[src/rtl/branch_resolution_queue_if.sv]
// Decode/execute/feedback bundle for the branch resolution queue.
// master drives decode pushes and execute resolutions; slave is the queue.
interface branch_resolution_queue_if #(
    parameter int ADDR_WIDTH = 32,
    parameter int DEPTH      = 4,
    parameter int CNT_WIDTH  = 32
);
    localparam int OW = $clog2(DEPTH) + 1;

    logic                  dec_valid;
    logic [ADDR_WIDTH-1:0] dec_pc;
    logic                  dec_prediction;
    logic [ADDR_WIDTH-1:0] dec_recovery;
    logic                  dec_ready;
    logic                  ex_valid;
    logic                  ex_outcome;
    logic                  flush;
    logic                  fb_valid;
    logic [ADDR_WIDTH-1:0] fb_pc;
    logic                  fb_prediction;
    logic                  fb_outcome;
    logic                  redirect_valid;
    logic [ADDR_WIDTH-1:0] redirect_target;
    logic [OW-1:0]         occupancy;
    logic [CNT_WIDTH-1:0]  stat_resolved;
    logic [CNT_WIDTH-1:0]  stat_mispredict;
    logic                  err_overflow;
    logic                  err_underflow;

    modport master (
        output dec_valid, dec_pc, dec_prediction, dec_recovery,
        output ex_valid, ex_outcome, flush,
        input  dec_ready, fb_valid, fb_pc, fb_prediction, fb_outcome,
        input  redirect_valid, redirect_target, occupancy,
        input  stat_resolved, stat_mispredict, err_overflow, err_underflow
    );

    modport slave (
        input  dec_valid, dec_pc, dec_prediction, dec_recovery,
        input  ex_valid, ex_outcome, flush,
        output dec_ready, fb_valid, fb_pc, fb_prediction, fb_outcome,
        output redirect_valid, redirect_target, occupancy,
        output stat_resolved, stat_mispredict, err_overflow, err_underflow
    );
endinterface

[src/rtl/branch_resolution_queue.sv]
// In-order queue of decode-time branch predictions, popped at execute
// to drive predictor feedback and mispredict redirects.
module branch_resolution_queue #(
    parameter int ADDR_WIDTH = 32,
    parameter int DEPTH      = 4,
    parameter int CNT_WIDTH  = 32
) (
    input logic clk,
    input logic rst_n,
    branch_resolution_queue_if.slave bus
);
    localparam int PW = $clog2(DEPTH);
    localparam int OW = PW + 1;
    localparam logic [OW-1:0] FULL = OW'(DEPTH);

    logic [ADDR_WIDTH-1:0] r_pc   [DEPTH];
    logic                  r_pred [DEPTH];
    logic [ADDR_WIDTH-1:0] r_rec  [DEPTH];
    logic [PW-1:0]         r_rd;
    logic [PW-1:0]         r_wr;
    logic [OW-1:0]         r_occ;

    logic                  r_fb_valid;
    logic [ADDR_WIDTH-1:0] r_fb_pc;
    logic                  r_fb_pred;
    logic                  r_fb_out;
    logic                  r_rd_valid;
    logic [ADDR_WIDTH-1:0] r_rd_target;
    logic [CNT_WIDTH-1:0]  r_resolved;
    logic [CNT_WIDTH-1:0]  r_mispred;
    logic                  r_ovf;
    logic                  r_unf;

    logic w_full;
    logic w_empty;
    logic w_push;
    logic w_pop;
    logic w_mis;
    logic w_kill;

    assign w_full  = (r_occ == FULL);
    assign w_empty = (r_occ == '0);
    assign w_push  = bus.dec_valid && !w_full;
    assign w_pop   = bus.ex_valid && !w_empty;
    assign w_mis   = w_pop && (bus.ex_outcome != r_pred[r_rd]);
    // Anything pushed alongside a squash belongs to the wrong path.
    assign w_kill  = w_mis || bus.flush;

    always_ff @(posedge clk) begin
        if (!rst_n) begin
            r_rd        <= '0;
            r_wr        <= '0;
            r_occ       <= '0;
            r_fb_valid  <= 1'b0;
            r_fb_pc     <= '0;
            r_fb_pred   <= 1'b0;
            r_fb_out    <= 1'b0;
            r_rd_valid  <= 1'b0;
            r_rd_target <= '0;
            r_resolved  <= '0;
            r_mispred   <= '0;
            r_ovf       <= 1'b0;
            r_unf       <= 1'b0;
        end else begin
            r_fb_valid <= w_pop;
            r_rd_valid <= w_mis;
            if (w_pop) begin
                r_fb_pc   <= r_pc[r_rd];
                r_fb_pred <= r_pred[r_rd];
                r_fb_out  <= bus.ex_outcome;
                if (r_resolved != '1)
                    r_resolved <= r_resolved + 1'b1;
            end
            if (w_mis) begin
                r_rd_target <= r_rec[r_rd];
                if (r_mispred != '1)
                    r_mispred <= r_mispred + 1'b1;
            end
            if (w_kill) begin
                r_rd  <= r_wr;
                r_occ <= '0;
            end else begin
                if (w_push) begin
                    r_pc[r_wr]   <= bus.dec_pc;
                    r_pred[r_wr] <= bus.dec_prediction;
                    r_rec[r_wr]  <= bus.dec_recovery;
                    r_wr         <= r_wr + 1'b1;
                end
                if (w_pop)
                    r_rd <= r_rd + 1'b1;
                r_occ <= r_occ + OW'(w_push) - OW'(w_pop);
            end
            if (bus.dec_valid && w_full)
                r_ovf <= 1'b1;
            if (bus.ex_valid && w_empty)
                r_unf <= 1'b1;
        end
    end

    assign bus.dec_ready       = !w_full;
    assign bus.fb_valid        = r_fb_valid;
    assign bus.fb_pc           = r_fb_pc;
    assign bus.fb_prediction   = r_fb_pred;
    assign bus.fb_outcome      = r_fb_out;
    assign bus.redirect_valid  = r_rd_valid;
    assign bus.redirect_target = r_rd_target;
    assign bus.occupancy       = r_occ;
    assign bus.stat_resolved   = r_resolved;
    assign bus.stat_mispredict = r_mispred;
    assign bus.err_overflow    = r_ovf;
    assign bus.err_underflow   = r_unf;
endmodule
[src/flat_wrapper.sv]
// flat-port wrapper written by rule: the top's interface ports become plain ports
module branch_resolution_queue_flat 
#(
    parameter int ADDR_WIDTH = 32,
    parameter int DEPTH      = 4,
    parameter int CNT_WIDTH  = 32
)
  (clk, rst_n, bus_dec_valid, bus_dec_pc, bus_dec_prediction, bus_dec_recovery, bus_ex_valid, bus_ex_outcome, bus_flush, bus_dec_ready, bus_fb_valid, bus_fb_pc, bus_fb_prediction, bus_fb_outcome, bus_redirect_valid, bus_redirect_target, bus_occupancy, bus_stat_resolved, bus_stat_mispredict, bus_err_overflow, bus_err_underflow);
  branch_resolution_queue_if #(.ADDR_WIDTH(ADDR_WIDTH), .DEPTH(DEPTH), .CNT_WIDTH(CNT_WIDTH)) bus_i ();
  input logic clk;
  input logic rst_n;
  input wire logic [$bits(bus_i.dec_valid)-1:0] bus_dec_valid;
  input wire logic [$bits(bus_i.dec_pc)-1:0] bus_dec_pc;
  input wire logic [$bits(bus_i.dec_prediction)-1:0] bus_dec_prediction;
  input wire logic [$bits(bus_i.dec_recovery)-1:0] bus_dec_recovery;
  input wire logic [$bits(bus_i.ex_valid)-1:0] bus_ex_valid;
  input wire logic [$bits(bus_i.ex_outcome)-1:0] bus_ex_outcome;
  input wire logic [$bits(bus_i.flush)-1:0] bus_flush;
  output wire logic [$bits(bus_i.dec_ready)-1:0] bus_dec_ready;
  output wire logic [$bits(bus_i.fb_valid)-1:0] bus_fb_valid;
  output wire logic [$bits(bus_i.fb_pc)-1:0] bus_fb_pc;
  output wire logic [$bits(bus_i.fb_prediction)-1:0] bus_fb_prediction;
  output wire logic [$bits(bus_i.fb_outcome)-1:0] bus_fb_outcome;
  output wire logic [$bits(bus_i.redirect_valid)-1:0] bus_redirect_valid;
  output wire logic [$bits(bus_i.redirect_target)-1:0] bus_redirect_target;
  output wire logic [$bits(bus_i.occupancy)-1:0] bus_occupancy;
  output wire logic [$bits(bus_i.stat_resolved)-1:0] bus_stat_resolved;
  output wire logic [$bits(bus_i.stat_mispredict)-1:0] bus_stat_mispredict;
  output wire logic [$bits(bus_i.err_overflow)-1:0] bus_err_overflow;
  output wire logic [$bits(bus_i.err_underflow)-1:0] bus_err_underflow;
  assign bus_i.dec_valid = bus_dec_valid;
  assign bus_i.dec_pc = bus_dec_pc;
  assign bus_i.dec_prediction = bus_dec_prediction;
  assign bus_i.dec_recovery = bus_dec_recovery;
  assign bus_i.ex_valid = bus_ex_valid;
  assign bus_i.ex_outcome = bus_ex_outcome;
  assign bus_i.flush = bus_flush;
  assign bus_dec_ready = bus_i.dec_ready;
  assign bus_fb_valid = bus_i.fb_valid;
  assign bus_fb_pc = bus_i.fb_pc;
  assign bus_fb_prediction = bus_i.fb_prediction;
  assign bus_fb_outcome = bus_i.fb_outcome;
  assign bus_redirect_valid = bus_i.redirect_valid;
  assign bus_redirect_target = bus_i.redirect_target;
  assign bus_occupancy = bus_i.occupancy;
  assign bus_stat_resolved = bus_i.stat_resolved;
  assign bus_stat_mispredict = bus_i.stat_mispredict;
  assign bus_err_overflow = bus_i.err_overflow;
  assign bus_err_underflow = bus_i.err_underflow;
  branch_resolution_queue #(.ADDR_WIDTH(ADDR_WIDTH), .DEPTH(DEPTH), .CNT_WIDTH(CNT_WIDTH)) u_core (.clk(clk), .rst_n(rst_n), .bus(bus_i));
endmodule
[config.mk]
export PLATFORM = sky130hd
export DESIGN_NAME = branch_resolution_queue_flat
export DESIGN_NICKNAME = d
export VERILOG_FILES = /design/src/rtl/branch_resolution_queue_if.sv /design/src/rtl/branch_resolution_queue.sv /design/src/flat_wrapper.sv
export SDC_FILE = /design/constraint.sdc
export NUM_CORES = 1
export LEC_CHECK = 0
export CORE_MARGIN = 4
export CORE_UTILIZATION = 32
export DETAILED_ROUTE_END_ITERATION = 12
export PLACE_DENSITY = 0.61
export REMOVE_ABC_BUFFERS = 1
export SLEW_MARGIN = 40
export SYNTH_ARGS = -nofsm -noshare
export SYNTH_HDL_FRONTEND = slang
export SYNTH_SLANG_ARGS = --single-unit
[constraint.sdc]
create_clock -name clk -period 3.3 [get_ports clk]
set_input_delay 0.495 -clock clk [delete_from_list [all_inputs] [get_ports clk]]
set_output_delay 0.495 -clock clk [all_outputs]
set_load 0.03 [all_outputs]
==> flow_summary.ini <==
[run_status]
outcome = completed

[cells_and_area]
finalNonFillerCells = 2024
final_nets = 1412
layout-drive-gt1-share_pct = 13.3
area_delta_synth_final_pct = 28.1
ff_latch_area_um2 = 10700
fillers = 4387
final_common_cell = edfxtp_1
fin_util_pct = 41.8
final_cell_mix = 260 x edfxtp_1, 208 x clkdlybuf4s50_1, 171 x nand2_1, 141 x dfxtp_1, 106 x a21oi_1
stdcell_area_um2 = 20100
multi_input_area_um2 = 4700

[floorplanning]
die_x_um = 229
die_area_um2 = 52600
core_um2 = 48100
io_pins = 209
initial_core_util_pct = 32.6
std_cell_rows = 80
die_h_um = 229

[power_and_ir_drop]
powerDensity_nw_per_um2 = 573
vdd.ir_drop.worst_uv = 391
power.total_mw = 11.5
p_leak_nw = 6.16

[place]
numPortBuffers = 208
hpwl_um = 25900
place_area_um2 = 18700
place_congestion = 0.763
dp.cells = 1942

[route]
final_antenna_net_count = 0
drt_wl_total_um = 38800
via_per_inst = 5.07
wl_per_cell_um = 19.2
first_iter_violations = 716
post-route-drc-count = 0
firstDrtPassIters = 5
vias = 10300

[yosys]
synth.area.top_cells = edfxtp_1 50%, dfxtp_1 18%, mux4_2 9.3%
synthDistinctLibCells = 57
yosysSeqAreaShare_pct = 68.0
synth_edf_count = 260
synthArstFlopShare_pct = 0
syn-cell-area_um2 = 15700
synth_top_flop_cell = edfxtp_1
synth_top_area_cell = edfxtp_1
ys_warn_count = 0
ys_seq_elements = 403
syn_avg_cell_area_um2 = 14.1
synth_top_area_share_pct = 49.7
netlist_instances = 1112

[clocking]
clk_latency_ns = 0.56
clkSinkCount = 403
cts-buffers-inserted = 44
hold_buffers = 0
cts_setup_buffers = 0
cts_resized = 0
cts_buffer_depth = 3
htree_levels = 2
cts_tree = done
clk_pin_slew_ns = 0.06
cts_root_buffer = clkbuf_16

[global_routing]
grt_pass1_vias = 10400
grt_usage_pct = 14.5
antenna_found_initial = 4
grt_pass1_wl_um = 60700
grt_max_degree = 61
overflow = 0

[critical_path]
cp.arrival_ns = 3.17
worstPathMaxFanout = 18
path_cells = mux4_2 > xnor2_1 > o21ai_0 > nor2_1 > and2_4 > buf_12
startpoint_type = register
slowest_stage = mux4_2
critPathCaptureType = register
required_ns = 3.57
crit_type = reg2reg
slowest_delay_ns = 0.63

[timing]
maxSlewHeadroom_pct = 43.5
setup_violations = 0
finalCritPeriodShare_pct = 87.9
finalCriticalPeriod_ns = 2.90
fmax_mhz = 345
tightest_slew_ns = 0.840
finalHoldViolCount = 0
clock_skew_ns = 0.0190
rsz0062_at_grt = no
drv_slew = 0

[min_path]
hp-class = reg2reg

[job]
drv_cap = 0
layout make-up:
type	instances	share of cell area (%)
Sequential cell	403	53.1
Timing Repair Buffer	237	12.2
Inverter	18	0.349
Multi-Input combinational cell	628	23.4
Antenna cell	1	0.0124
Clock inverter	21	0.703
Clock buffer	60	6.09
Tap cell	656	4.08
logic make-up (layout without fill, tap and decap cells):
logic type	after synthesis	in the layout	synth area share, %
AO/OA/AOI/OAI	188	188	7.26
XOR/XNOR	6	6	0.454
adder cells (fa/ha/maj)	9	9	0.765
buffers and inverters	81	336	2.18
flip-flops	403	403	68.0
multiplexers	75	75	9.97
other	0	1	0
AND/OR/NAND/NOR	350	350	11.4
per-layer routing:
metal  vias to the layer above  part of all wire (%)  wire, µm  GRT usage (%)
met3                        62                   7.5      2900           3.99
met5                         -                 0.088        34              0
li1                       4721                     -         -              -
met1                      5163                    44     17100           19.6
met2                       309                    47     18100           23.2
met4                         6                   1.7       677           3.73
final timing paths:
kind,slack (ns),depth (start not counted),start,to
worst min register to register,0.45,2,u_core.bus.fb_pc[7],u_core.bus.fb_pc[7]
worst max-delay path,0.40,6,register,u_core.r_rec[3][4]
worst min-delay path,0.45,2,u_core.bus.fb_pc[7],u_core.bus.fb_pc[7]
worst max register to register,0.40,6,register,u_core.r_rec[3][4]
power by group:
group          internal [mW]  switching [mW]  leakage, nW
Combinational          0.511           0.695         2.00
Clock                   2.68            1.98        0.658
Sequential              5.52           0.118         3.51
Total                   8.72            2.79         6.16
critical path, delay by kind of cell, from the launching register on:
kind                      cells  cell delay, ns
buffers and inverters         1            0.21
xor gates and xnor gates      1            0.33
AOI/OAI and AO/OA             1            0.21
and+or+nand+nor               2            0.88
DFF                           1            0.33
muxes                         1            0.63
through the flow:
stage | setup TNS [ns] | setup WS [ns] | hold slack (ns)
floorplan | -271.01 | -0.884 | 0.508
global placement | 0 | 0.291 | 0.446
detailed placement | 0 | 0.296 | 0.446
CTS | 0 | 0.392 | 0.457
global route | 0 | 0.243 | 0.473
finish | 0 | 0.399 | 0.454
flip-flops by register name (all words and copies together), names as in the netlist, named ones only:
name / flops
u_core.r_pc: 128
u_core.r_rec: 128
u_core.bus.fb_pc: 32
u_core.bus.redirect_target: 32
u_core.bus.stat_mispredict: 32
u_core.bus.stat_resolved: 32
u_core.r_pred: 4
u_core.bus.occupancy: 3
u_core.r_rd: 2
u_core.r_wr: 2
u_core.bus.err_overflow: 1
u_core.bus.err_underflow: 1
u_core.bus.fb_outcome: 1
u_core.bus.fb_prediction: 1
u_core.bus.fb_valid: 1
u_core.bus.redirect_valid: 1
cells in the mapped netlist (all sizes together), types with 2 or more instances:
| cell type | number |
|---|---|
| o21a | 4 |
| nand2b | 14 |
| o31ai | 31 |
| o311ai | 5 |
| o211ai | 2 |
| or3 | 17 |
| ha | 8 |
| or4 | 29 |
| nand4 | 23 |
| o41ai | 5 |
| inv | 18 |
| and4 | 10 |
| nand3 | 22 |
| nor3 | 6 |
| a31oi | 2 |
| xor2 | 2 |
| nor4b | 3 |
| a211oi | 2 |
| edfxtp | 260 |
| a21oi | 114 |
| nor4 | 10 |
| xnor2 | 4 |
| mux4 | 65 |
| nand2 | 172 |
| and2 | 7 |
| mux2i | 10 |
| dfxtp | 143 |
| buf | 17 |
| clkbuf | 46 |
| and3 | 9 |
| o21ai | 18 |
| nor3b | 3 |
| nor2 | 22 |
Power figures use the tool's default switching activity.
